### config.mk
export PLATFORM = sky130hd
export DESIGN_NAME = id_ex_elastic_reg_flat
export DESIGN_NICKNAME = d
export VERILOG_FILES = /design/src/rtl/id_ex_elastic_reg_if.sv /design/src/rtl/id_ex_elastic_reg.sv /design/src/flat_wrapper.sv
export SDC_FILE = /design/constraint.sdc
export NUM_CORES = 1
export LEC_CHECK = 0
export CAP_MARGIN = 20
export CORE_MARGIN = 4
export CORE_UTILIZATION = 46
export CTS_BUF_LIST = sky130_fd_sc_hd__clkbuf_4 sky130_fd_sc_hd__clkbuf_8 sky130_fd_sc_hd__clkbuf_16
export DETAILED_ROUTE_END_ITERATION = 10
export PLACE_DENSITY = 0.82
export SYNTH_ARGS = -nofsm -noshare
export SYNTH_HDL_FRONTEND = slang
export SYNTH_SLANG_ARGS = --single-unit
export TNS_END_PERCENT = 100
### constraint.sdc
create_clock -name clk -period 2.4 [get_ports clk]
set_clock_uncertainty 0.05 [all_clocks]
set_input_delay 0.6 -clock clk [delete_from_list [all_inputs] [get_ports clk]]
set_output_delay 0.6 -clock clk [all_outputs]
set_load 0.02 [all_outputs]
### src/rtl/id_ex_elastic_reg_if.sv
// Handshake bundle between decode, the ID->EX elastic register and execute.
// master = the decode/execute environment, slave = the stage register itself.
interface id_ex_elastic_reg_if #(
   parameter int WIDTH  = 32,
   parameter int CTRL_W = 11
);
   logic              flush;
   logic              in_valid;
   logic              in_ready;
   logic [WIDTH-1:0]  in_instr;
   logic [WIDTH-1:0]  in_pc;
   logic [CTRL_W-1:0] in_ctrl;
   logic              out_valid;
   logic              out_ready;
   logic [WIDTH-1:0]  out_instr;
   logic [WIDTH-1:0]  out_pc;
   logic [CTRL_W-1:0] out_ctrl;
   logic [1:0]        occupancy;

   modport master (
      output flush, in_valid, in_instr, in_pc, in_ctrl, out_ready,
      input  in_ready, out_valid, out_instr, out_pc, out_ctrl, occupancy
   );

   modport slave (
      input  flush, in_valid, in_instr, in_pc, in_ctrl, out_ready,
      output in_ready, out_valid, out_instr, out_pc, out_ctrl, occupancy
   );
endinterface

### src/rtl/id_ex_elastic_reg.sv
// ID->EX pipeline register: head + skid entry, valid/ready flow control,
// synchronous flush and combinational bubble gating of the outputs.
module id_ex_elastic_reg #(
   parameter int               WIDTH    = 32,
   parameter int               CTRL_W   = 11,
   parameter logic [WIDTH-1:0] NOP_INSN = WIDTH'(32'h00000013)
) (
   input  logic                clk,
   input  logic                rst_n,
   id_ex_elastic_reg_if.slave  io_bus
);
   typedef enum logic [1:0] {
      S_EMPTY = 2'd0,
      S_ONE   = 2'd1,
      S_FULL  = 2'd2
   } state_t;

   state_t            r_state;
   state_t            w_state_next;

   logic [WIDTH-1:0]  r_head_instr, r_head_pc, r_skid_instr, r_skid_pc;
   logic [CTRL_W-1:0] r_head_ctrl, r_skid_ctrl;

   logic w_in_ready, w_out_valid, w_push, w_pop;
   logic w_load_head, w_shift_head, w_load_skid;

   // Handshake signals come from state alone, so out_ready never reaches in_ready.
   always_comb begin
      w_in_ready  = (r_state != S_FULL);
      w_out_valid = (r_state != S_EMPTY);
   end

   assign w_push = io_bus.in_valid & w_in_ready;
   assign w_pop  = w_out_valid & io_bus.out_ready;

   always_ff @(posedge clk or negedge rst_n) begin
      if (!rst_n) begin
         r_state <= S_EMPTY;
      end else begin
         r_state <= w_state_next;
      end
   end

   always_comb begin
      w_state_next = r_state;
      if (io_bus.flush) begin
         w_state_next = S_EMPTY;
      end else begin
         case (r_state)
            S_EMPTY: if (w_push)           w_state_next = S_ONE;
            S_ONE: begin
               if (w_push && !w_pop)       w_state_next = S_FULL;
               else if (!w_push && w_pop)  w_state_next = S_EMPTY;
            end
            S_FULL:  if (w_pop)            w_state_next = S_ONE;
            default:                       w_state_next = S_EMPTY;
         endcase
      end
   end

   // A flushed cycle leaves the data registers alone; their contents are dead anyway.
   always_comb begin
      w_load_head  = 1'b0;
      w_shift_head = 1'b0;
      w_load_skid  = 1'b0;
      if (!io_bus.flush) begin
         case (r_state)
            S_EMPTY: w_load_head = w_push;
            S_ONE: begin
               w_load_head = w_push & w_pop;
               w_load_skid = w_push & ~w_pop;
            end
            S_FULL:  w_shift_head = w_pop;
            default: w_load_head = 1'b0;
         endcase
      end
   end

   always_ff @(posedge clk or negedge rst_n) begin
      if (!rst_n) begin
         r_head_instr <= NOP_INSN;
         r_head_pc    <= '0;
         r_head_ctrl  <= '0;
      end else if (w_load_head) begin
         r_head_instr <= io_bus.in_instr;
         r_head_pc    <= io_bus.in_pc;
         r_head_ctrl  <= io_bus.in_ctrl;
      end else if (w_shift_head) begin
         r_head_instr <= r_skid_instr;
         r_head_pc    <= r_skid_pc;
         r_head_ctrl  <= r_skid_ctrl;
      end
   end

   always_ff @(posedge clk or negedge rst_n) begin
      if (!rst_n) begin
         r_skid_instr <= NOP_INSN;
         r_skid_pc    <= '0;
         r_skid_ctrl  <= '0;
      end else if (w_load_skid) begin
         r_skid_instr <= io_bus.in_instr;
         r_skid_pc    <= io_bus.in_pc;
         r_skid_ctrl  <= io_bus.in_ctrl;
      end
   end

   // Dead slots present a NOP with zero control so RegWrite/MemWrite cannot leak.
   always_comb begin
      io_bus.in_ready  = w_in_ready;
      io_bus.out_valid = w_out_valid;
      io_bus.occupancy = r_state;
      io_bus.out_instr = w_out_valid ? r_head_instr : NOP_INSN;
      io_bus.out_pc    = w_out_valid ? r_head_pc    : '0;
      io_bus.out_ctrl  = w_out_valid ? r_head_ctrl  : '0;
   end
endmodule

### src/flat_wrapper.sv
// flat-port wrapper written by rule: the top's interface ports become plain ports
module id_ex_elastic_reg_flat 
#(
   parameter int               WIDTH    = 32,
   parameter int               CTRL_W   = 11,
   parameter logic [WIDTH-1:0] NOP_INSN = WIDTH'(32'h00000013)
)
  (clk, rst_n, io_bus_flush, io_bus_in_valid, io_bus_in_instr, io_bus_in_pc, io_bus_in_ctrl, io_bus_out_ready, io_bus_in_ready, io_bus_out_valid, io_bus_out_instr, io_bus_out_pc, io_bus_out_ctrl, io_bus_occupancy);
  id_ex_elastic_reg_if #(.WIDTH(WIDTH), .CTRL_W(CTRL_W)) io_bus_i ();
  input  logic clk;
  input  logic rst_n;
  input wire logic [$bits(io_bus_i.flush)-1:0] io_bus_flush;
  input wire logic [$bits(io_bus_i.in_valid)-1:0] io_bus_in_valid;
  input wire logic [$bits(io_bus_i.in_instr)-1:0] io_bus_in_instr;
  input wire logic [$bits(io_bus_i.in_pc)-1:0] io_bus_in_pc;
  input wire logic [$bits(io_bus_i.in_ctrl)-1:0] io_bus_in_ctrl;
  input wire logic [$bits(io_bus_i.out_ready)-1:0] io_bus_out_ready;
  output wire logic [$bits(io_bus_i.in_ready)-1:0] io_bus_in_ready;
  output wire logic [$bits(io_bus_i.out_valid)-1:0] io_bus_out_valid;
  output wire logic [$bits(io_bus_i.out_instr)-1:0] io_bus_out_instr;
  output wire logic [$bits(io_bus_i.out_pc)-1:0] io_bus_out_pc;
  output wire logic [$bits(io_bus_i.out_ctrl)-1:0] io_bus_out_ctrl;
  output wire logic [$bits(io_bus_i.occupancy)-1:0] io_bus_occupancy;
  assign io_bus_i.flush = io_bus_flush;
  assign io_bus_i.in_valid = io_bus_in_valid;
  assign io_bus_i.in_instr = io_bus_in_instr;
  assign io_bus_i.in_pc = io_bus_in_pc;
  assign io_bus_i.in_ctrl = io_bus_in_ctrl;
  assign io_bus_i.out_ready = io_bus_out_ready;
  assign io_bus_in_ready = io_bus_i.in_ready;
  assign io_bus_out_valid = io_bus_i.out_valid;
  assign io_bus_out_instr = io_bus_i.out_instr;
  assign io_bus_out_pc = io_bus_i.out_pc;
  assign io_bus_out_ctrl = io_bus_i.out_ctrl;
  assign io_bus_occupancy = io_bus_i.occupancy;
  id_ex_elastic_reg #(.WIDTH(WIDTH), .CTRL_W(CTRL_W), .NOP_INSN(NOP_INSN)) u_core (.clk(clk), .rst_n(rst_n), .io_bus(io_bus_i));
endmodule
### Word level (Yosys, flattened, before mapping)

Cells that the tools add are included.

* register bits after elaboration: 152
* bits of input ports: 80
* word-level logic and storage cells: 47

* equality and inequality tests: 6
* multiplexer cells: 21
* bitwise logic cells: 5
* reduce and logical (&&, ||, !) cells: 8

Operator list (count)
* $mux 32: 6
* $mux 11: 3
* $mux 2: 5
* $ne 3x2->1 const B: 2
* $pmux 2 s3: 1
* $mux 1: 5
* $and 1x1->1: 4
* $ne 4x2->1 const B: 1
* $reduce_bool 2->1: 2
* $reduce_and 3->1: 1
* $eq 2x1->1 const B: 1
* $eq 2x2->1 const B: 1
* $logic_and 1x1->1: 2
* $logic_not 1->1: 2
* $logic_not 2->1: 1
* $ne 2x2->1 const B: 1
* $pmux 1 s2: 1
* $not 1->1: 1

### Longest topological paths before layout

Gate-level depths: netlist (run 1).

* depth in word-level cells: 8
* depth in mapped cells: 9
* mapped depth without buffers: 6

### Worst setup path before layout (run 1)

Ideal clock, no wire load.

* path type: register to register
* start: reg u_core.r_state[0] (netlist: u_core.io_bus.occupancy[0])
* end: reg u_core.r_head_ctrl[0]
* setup time: 0.125 ns
* data arrival time: 2.349 ns
* required time: 2.225 ns
* setup slack: -0.124 ns
* stages on the path, launching flop included: 10
* path buffers: 3
* period minus slack after synthesis: 2.524 ns
* cells stage by stage: dfrtp_1 > or2_2 > clkbuf_1 > and2_1 > ha_1 > mux2i_1 > or3_4 > buf_6 > buf_6 > mux2_4

* cells in the longest elaborated chain, start to end: 6
* elaborated cells between the ends (all ways): 14

RTL lines
* from (decl): line id_ex_elastic_reg.sv:18 `state_t r_state;`
* from (signal assigned): line id_ex_elastic_reg.sv:40 `r_state <= w_state_next;`
* $reduce_bool 2->1 *: line id_ex_elastic_reg.sv:30 `w_out_valid = (r_state != S_EMPTY);`
* via io_bus_out_valid: line flat_wrapper.sv:19 `output wire logic [$bits(io_bus_i.out_valid)-1:0] io_bus_out_valid;`
* $and 1x1->1 *: line id_ex_elastic_reg.sv:34 `assign w_pop = w_out_valid & io_bus.out_ready;`
* $and 1x1->1: line id_ex_elastic_reg.sv:70 `w_load_head = w_push & w_pop;`
* $pmux 1 s2: line id_ex_elastic_reg.sv:67 `case (r_state)`
* $mux 1: line id_ex_elastic_reg.sv:66 `if (!io_bus.flush) begin`
* $mux 11 / $reduce_bool 2->1 (equally long branches)
* to (signal assigned): line id_ex_elastic_reg.sv:87 `r_head_ctrl <= io_bus.in_ctrl;`
* to (signal assigned): line id_ex_elastic_reg.sv:91 `r_head_ctrl <= r_skid_ctrl;`
* to (decl): line id_ex_elastic_reg.sv:22 `logic [CTRL_W-1:0] r_head_ctrl, r_skid_ctrl;`

The timed path passes the listed nets; every way through them passes the cells marked *.
A chain may end at the register's enable or synchronous reset.

### Worst setup path in the final report (run 1)

* start: reg u_core.r_state[0] (netlist: u_core.io_bus.occupancy[0])
* end: out io_bus_out_ctrl[1]

* cells in the longest elaborated chain, start to end: 2

RTL lines
* $reduce_bool 2->1: line id_ex_elastic_reg.sv:30
* $mux 11: line id_ex_elastic_reg.sv:114 `io_bus.out_ctrl = w_out_valid ? r_head_ctrl : '0;`
* to (decl): line flat_wrapper.sv:22 `output wire logic [$bits(io_bus_i.out_ctrl)-1:0] io_bus_out_ctrl;`

Every way passes these cells.

==> results.yml, run 1 <==
floorplanning:
  die_area_um2: 18080
  die_y_um: 134.4
  core.rowCount: 45
  ios: 159
  core_area_um2: 15430
  start_util_pct: 47.67
  die_w_um: 134.4
grt:
  grtUsageMet2_pct: 31.15
  grt_max_degree: 57
  first_global_vias: 4992
  gr-usage-met3_pct: 5.326
  busiest_layer: "met2"
  antenna_found_initial: 0
  use_met1_pct: 23.65
  grt_pass1_wl_um: 26590
  gr-usage-all-layers_pct: 18.71
  grt.overflow.total: 0
synth:
  synth-edff-count: 0
  yosysTopAreaCellShare_pct: 49.68
  synth_area_leader_cell: "dfrtp_1"
  avgSynthCellArea_um2: 14.68
  synth_area_leaders: "dfrtp_1 (50%), mux2_2 (27%), mux2_4 (10%), and2_1 (6.3%), dfstp_2 (2.1%)"
  yosysMostFrequentCell: "mux2_2"
  syn_area_um2: 7355
  yosys_warnings: 0
  synth_ff_type: "dfrtp_1"
  synth_common_cells: "mux2_2 (176), dfrtp_1 (146), and2_1 (74)"
  synthDistinctLibCells: 18
  synth_nets: 582
  ys_seq_area_share_pct: 51.82
  synthArstFlopShare_pct: 100.0
  yosys_register_bits: 152
  synth_cells: 501
critical_path:
  cp_data_arrival_time_ns: 1.69
  slowest_stage: "dfrtp_2"
  path_cells: "or2_4 > buf_12 > and2_1 > buf_2"
  worst_path_largest_cell_delay_ns: 0.42
  reg2reg_from: "u_core.io_bus.occupancy[0]"
  path_class: "flip-flop to primary output"
  worstSetupStartpointType: "flip-flop"
  reg2reg_to: "u_core.r_head_pc[5]"
  path_max_fanout: 41
  cp.depth: 4
  cp.buffers_inverters: 2
  cp-end-kind: "primary output"
  ff2ff_path_depth: 8
  critPathTopFamily: "simple AND/OR/NAND/NOR gates"
  rrSetupSlack_ns: 0.12
  critical_path_required_ns: 1.75
pwr:
  ir_drop_uv: 546.4
  power_per_cell_area_nw_per_um2: 854.0
  p_leak_uw: 0.004445
  fin_total_pwr_uw: 8155
timing:
  tightest_slew_ns: 0.4783
  rsz0062_at_grt: "false"
  relSlewSlack_pct: 68.11
  drv_slew: 0
  hold_viol_final: 0
  min_period_ns: 2.337
  fmax_mhz: 427.9
  min_period_over_period_pct: 97.39
  setup_viol: 0
detailed_routing:
  drt_wl_total_um: 16380
  vias: 4527
  post-route-drc-count: 0
  ant_nets: 0
  first_pass_iters: 4
  via_per_inst: 5.092
  drt_iter0_drc: 167
  post_drt_wl_per_cell_um: 18.42
cells_and_area:
  finalNonFillerCells: 889
  fin_nets: 746
  n_antenna_cell: 0
  drive_gt1_share_pct: 53.83
  fin_area_um2: 9549
  syn_to_final_growth_pct: 29.84
clock_network:
  h-tree-depth: 4
  root_buffer: "clkbuf_16"
  cts_sinks: 152
  clk_pin_slew_ns: 0.06
  cts-buffers-inserted: 17
  clk_path_buf_depth: 2
  clk_latency_ns: 0.42
  cts_hold_buf: 0
  cts_tree: "done"
place:
  place.detailed.hpwl_um: 11240
  place_congestion: 0.7441
  io_buffers: 158
  placed_area_um2: 9308
  dp_cells: 857
outcome:
  outcome: "completed"
worst_hold_path:
  hold_class: "input pin to async pin"
job:
  drv_cap: 0
[timing repair]
| item | CTS | global route |
|---|---|---|
| setup endpoints to repair | 76 | 59 |
| resized for setup | 234 | 61 |
| buffers inserted | 0 | 0 |
[sequential cells by signal, summed over array words and instances, names as in the netlist]
register	cells
u_core.r_head_ctrl	11
u_core.r_skid_ctrl	11
u_core.r_head_pc	32
u_core.r_skid_pc	32
u_core.r_head_instr	32
u_core.r_skid_instr	32
u_core.io_bus.occupancy	2
[per-layer routing]
layer  routed length [um]  vias up  share of wire, %
li1                     -     2077                 -
met1                 7018     2300                43
met2                 8205      130                50
met3                  910       20               5.6
met4                  240        0               1.5
met5                    0        -                 0
[final cells by class]
cell class / count / area, um^2
sequential: 152 / 3814
fill: 1238 / 5878
timing repair buffer: 177 / 1526
tap: 211 / 264.0
multi-input combinational: 317 / 3332
clock buffer: 26 / 524.3
clock inverter: 6 / 88.84
[worst max path at each step]
stage | slack, ns | to | start
2_1_floorplan | 0.02 | u_core.r_head_ctrl[0] | u_core.io_bus.occupancy[0]
3_3_place_gp | -0.19 | u_core.r_head_pc[10] | io_bus_out_ready
4_1_cts | 0.0009 | io_bus_out_instr[25] | u_core.io_bus.occupancy[0]
6_report | 0.06 | io_bus_out_ctrl[1] | u_core.io_bus.occupancy[0]
5_1_grt | 0.03 | io_bus_out_ctrl[1] | u_core.io_bus.occupancy[0]
3_5_place_dp | -0.22 | u_core.r_head_pc[8] | io_bus_out_ready
[placed cells by master, fill, tap and decap left out, types with 3 or more instances in the layout]
cell | netlist | layout
clkdlybuf4s50_1 | 0 | 80
clkbuf_4 | 0 | 4
mux2_2 | 176 | 176
clkbuf_8 | 0 | 5
and2_1 | 74 | 74
dfstp_2 | 6 | 6
buf_2 | 12 | 67
nand2b_1 | 4 | 4
buf_12 | 0 | 14
clkbuf_16 | 0 | 17
clkbuf_2 | 0 | 8
dfrtp_1 | 146 | 144
nor2_1 | 3 | 3
mux2_4 | 50 | 50
buf_4 | 0 | 5
[power by group]
group	internal [uW]	switching (uW)
Clock	1720	1010
Sequential	3240	321
Combinational	1150	720
Total	6110	2050
[per-stage QoR]
step	utilization [%]	setup slack (ns)	setup TNS, ns	hold slack [ns]
2_1_floorplan	-	0.02415	0	0.2544
3_3_place_gp	60.33	-0.1880	-11.94	0.4309
6_report	61.90	0.06276	0	0.06220
4_1_cts	64.15	0.0008560	0	0.07082
3_5_place_dp	60.33	-0.2211	-13.79	0.4394
5_1_grt	61.90	0.02546	0	0.08684
[cell families (layout without fill, tap and decap cells)]
kind of cell / Yosys count / after routing / share of synthesized area, %
muxes: 228 / 228 / 37.43
adders and majority gates: 1 / 1 / 0.1701
AOI/OAI and AO/OA: 1 / 1 / 0.1021
DFF: 152 / 152 / 51.82
buffers and inverters: 32 / 209 / 3.062
and+or+nand+nor: 87 / 87 / 7.417
(Power assumes the default switching activity.)
==> run 2: changes to the inputs <==
CAP_MARGIN = 10   (was 20)
CELL_PAD_IN_SITES_DETAIL_PLACEMENT = 0   (was unset)
CELL_PAD_IN_SITES_GLOBAL_PLACEMENT = 1   (was unset)
CORE_UTILIZATION = 39   (was 46)
CTS_BUF_LIST = sky130_fd_sc_hd__clkbuf_8   (was sky130_fd_sc_hd__clkbuf_4 sky130_fd_sc_hd__clkbuf_8 sky130_fd_sc_hd__clkbuf_16)
PLACE_DENSITY = 0.85   (was 0.82)
==> run 2 against run 1 <==
Against the previous run:
- clock-buffer cell count down 5
- via count shrank 2.2%
- routed wire length down 2.5%
- flip-flop and latch count stayed put
- hold slack better by 0.39 ns
- non-clock buffer count unchanged
- cell count rose by 1.9%
- critical path depth did not move
- critical path type unchanged
- first-iteration DRC count is 30% lower
- power shrank 6.4%
- register-to-register slack is essentially flat
- design area is 1.9% lower
==> results.yml, run 2 (synthesis gave the netlist of run 1 again) <==
outcome:
  outcome: "completed"
cells_and_area:
  layout_common_cells: "mux2_2 (176), dfrtp_1 (144), clkdlybuf4s50_1 (80)"
  finalNonFillerCells: 906
  fillerInstances: 1552
  multi_input_area_um2: 3332
  fin_nets: 746
  drive_gt1_share_pct: 53.18
  final-seq-area_um2: 3814
  syn_to_final_growth_pct: 27.32
  n_antenna_cell: 0
  layout_commonest_cell: "mux2_2"
pwr:
  ir_drop_uv: 374.3
  clockPowerShare_pct: 29.3
  switchingPower_uw: 1918
  intPower_uw: 5711
  seqPwrFrac_pct: 46.4
  power_frac_comb_pct: 24.3
  switching_share_pct: 25.14
  p_leak_uw: 0.004369
  power_per_cell_area_nw_per_um2: 814.8
clock_network:
  cts_tree: "done"
  cts-buffers-inserted: 17
  clk_pin_slew_ns: 0.08
  root_buffer: "clkbuf_8"
  clk_latency_ns: 0.44
  h-tree-depth: 4
  clk_path_buf_depth: 2
  cts_sinks: 152
  cts_setup_buffers: 0
floorplanning:
  core_area_um2: 18270
  ios: 159
  die_w_um: 145.3
  die_area_um2: 21120
  die_y_um: 145.3
  start_util_pct: 40.25
  core.rowCount: 49
critical_path:
  reg2reg_from: "u_core.io_bus.occupancy[0]"
  path_cells: "or2_4 > buf_12 > and2_1 > buf_2"
  cp.depth: 4
  worst_path_largest_cell_delay_ns: 0.41
  path_class: "flip-flop to primary output"
  reg2reg_to: "u_core.r_head_ctrl[10]"
  cp_data_arrival_time_ns: 1.68
  cp-endpoint: "io_bus_out_instr[13]"
  worstSetupStartpointType: "flip-flop"
  slowest_stage: "dfrtp_2"
  ff2ff_path_depth: 8
  rrSetupSlack_ns: 0.12
  cp.buffers_inverters: 2
  critical_path_required_ns: 1.75
  critPathLaunch: "u_core.io_bus.occupancy[0]"
  path_max_fanout: 41
  cp-end-kind: "primary output"
  critPathTopFamily: "simple AND/OR/NAND/NOR gates"
detailed_routing:
  ant_nets: 0
  first_pass_iters: 4
  drt_iter0_drc: 117
  drt_wl_total_um: 15970
  via_per_inst: 4.885
  post-route-drc-count: 0
  post_drt_wl_per_cell_um: 17.63
  vias: 4426
grt:
  first_global_vias: 5233
  gr-usage-all-layers_pct: 15.53
  grt.overflow.total: 0
  grt_pass1_wl_um: 26660
  grt_max_degree: 70
  antenna_found_initial: 0
timing:
  hold_viol_final: 0
  finalSetupTns_ns: 0
  drv_slew: 0
  min_period_ns: 2.325
  setup_viol: 0
  tightest_slew_ns: 0.3706
  rsz0062_at_grt: "false"
  relSlewSlack_pct: 75.29
  min_period_over_period_pct: 96.88
  fmax_mhz: 430.1
place:
  place.detailed.hpwl_um: 10970
  io_buffers: 158
  dp_cells: 874
  place_congestion: 0.7395
job:
  drv_cap: 0
worst_hold_path:
  hold_class: "flip-flop to flip-flop"
[run 2: cell count changes in the layout (fill, tap and decap cells not counted), sizes merged]
cell | before | now
clkinvlp | 2 | 0
clkdlybuf4s15 | 0 | 1
inv | 0 | 3
clkbuf | 34 | 23
bufinv | 2 | 5
buf | 87 | 91
dlygate4sd3 | 0 | 1
dlymetal6s2s | 1 | 0
dlygate4sd2 | 1 | 2
[run 2: worst min path at each step]
stage	startpoint	end	cells after the start
2_1_floorplan	rst_n	u_core.io_bus.occupancy[0]	0
3_3_place_gp	u_core.r_skid_instr[13]	u_core.r_skid_instr[13]	1
3_5_place_dp	u_core.r_skid_ctrl[6]	u_core.r_skid_ctrl[6]	1
4_1_cts	u_core.r_skid_instr[20]	u_core.r_skid_instr[20]	1
5_1_grt	u_core.r_skid_ctrl[1]	u_core.r_skid_ctrl[1]	1
6_report	u_core.r_skid_pc[16]	u_core.r_skid_pc[16]	1
[run 2: metal layers]
layer  part of all wire [%]  GRT usage, %
met2                     50         26.99
met1                     44         18.77
met4                    1.3         4.701
met5                      0             0
met3                    4.9         4.459
[run 2: layout make-up]
| class | instances | share of cell area [%] |
|---|---|---|
| clock inverters | 10 | 1.871 |
| multi-input cells | 317 | 35.58 |
| clock buffers | 21 | 3.087 |
| well taps | 229 | 3.060 |
| flip-flops and latches | 152 | 40.73 |
| repair buffers | 177 | 15.67 |
[run 2: stage by stage]
stage	setup WS [ns]	total power [uW]	instance area (um^2)	hold WS, ns	utilization, %
2_1_floorplan	0.02415	4817	7361	0.2544	-
3_3_place_gp	-0.1435	5462	9248	0.4308	50.62
3_5_place_dp	-0.1731	5594	9248	0.4369	50.62
5_1_grt	0.0007800	8071	9364	0.4673	51.25
6_report	0.07484	7629	9364	0.4533	51.25
4_1_cts	-0.01797	7759	9437	0.4558	51.65
[run 2: timing repair]
| action | in CTS | in global routing |
|---|---|---|
| endpoints found under the setup margin | 77 | 12 |
| gates resized for setup | 291 | 12 |
| hold buffers | 1 | 0 |
| gates cloned | 0 | 0 |
| hold endpoints to repair | 33 | 0 |
[run 2: power by group through the flow]
stage               Clock, uW  Combinational (uW)  Sequential [uW]
global placement            0                1930             3540
finish                   2240                1850             3540
floorplan                   0                1350             3470
CTS                      2320                1900             3540
global route             2440                2020             3620
detailed placement          0                2010             3590
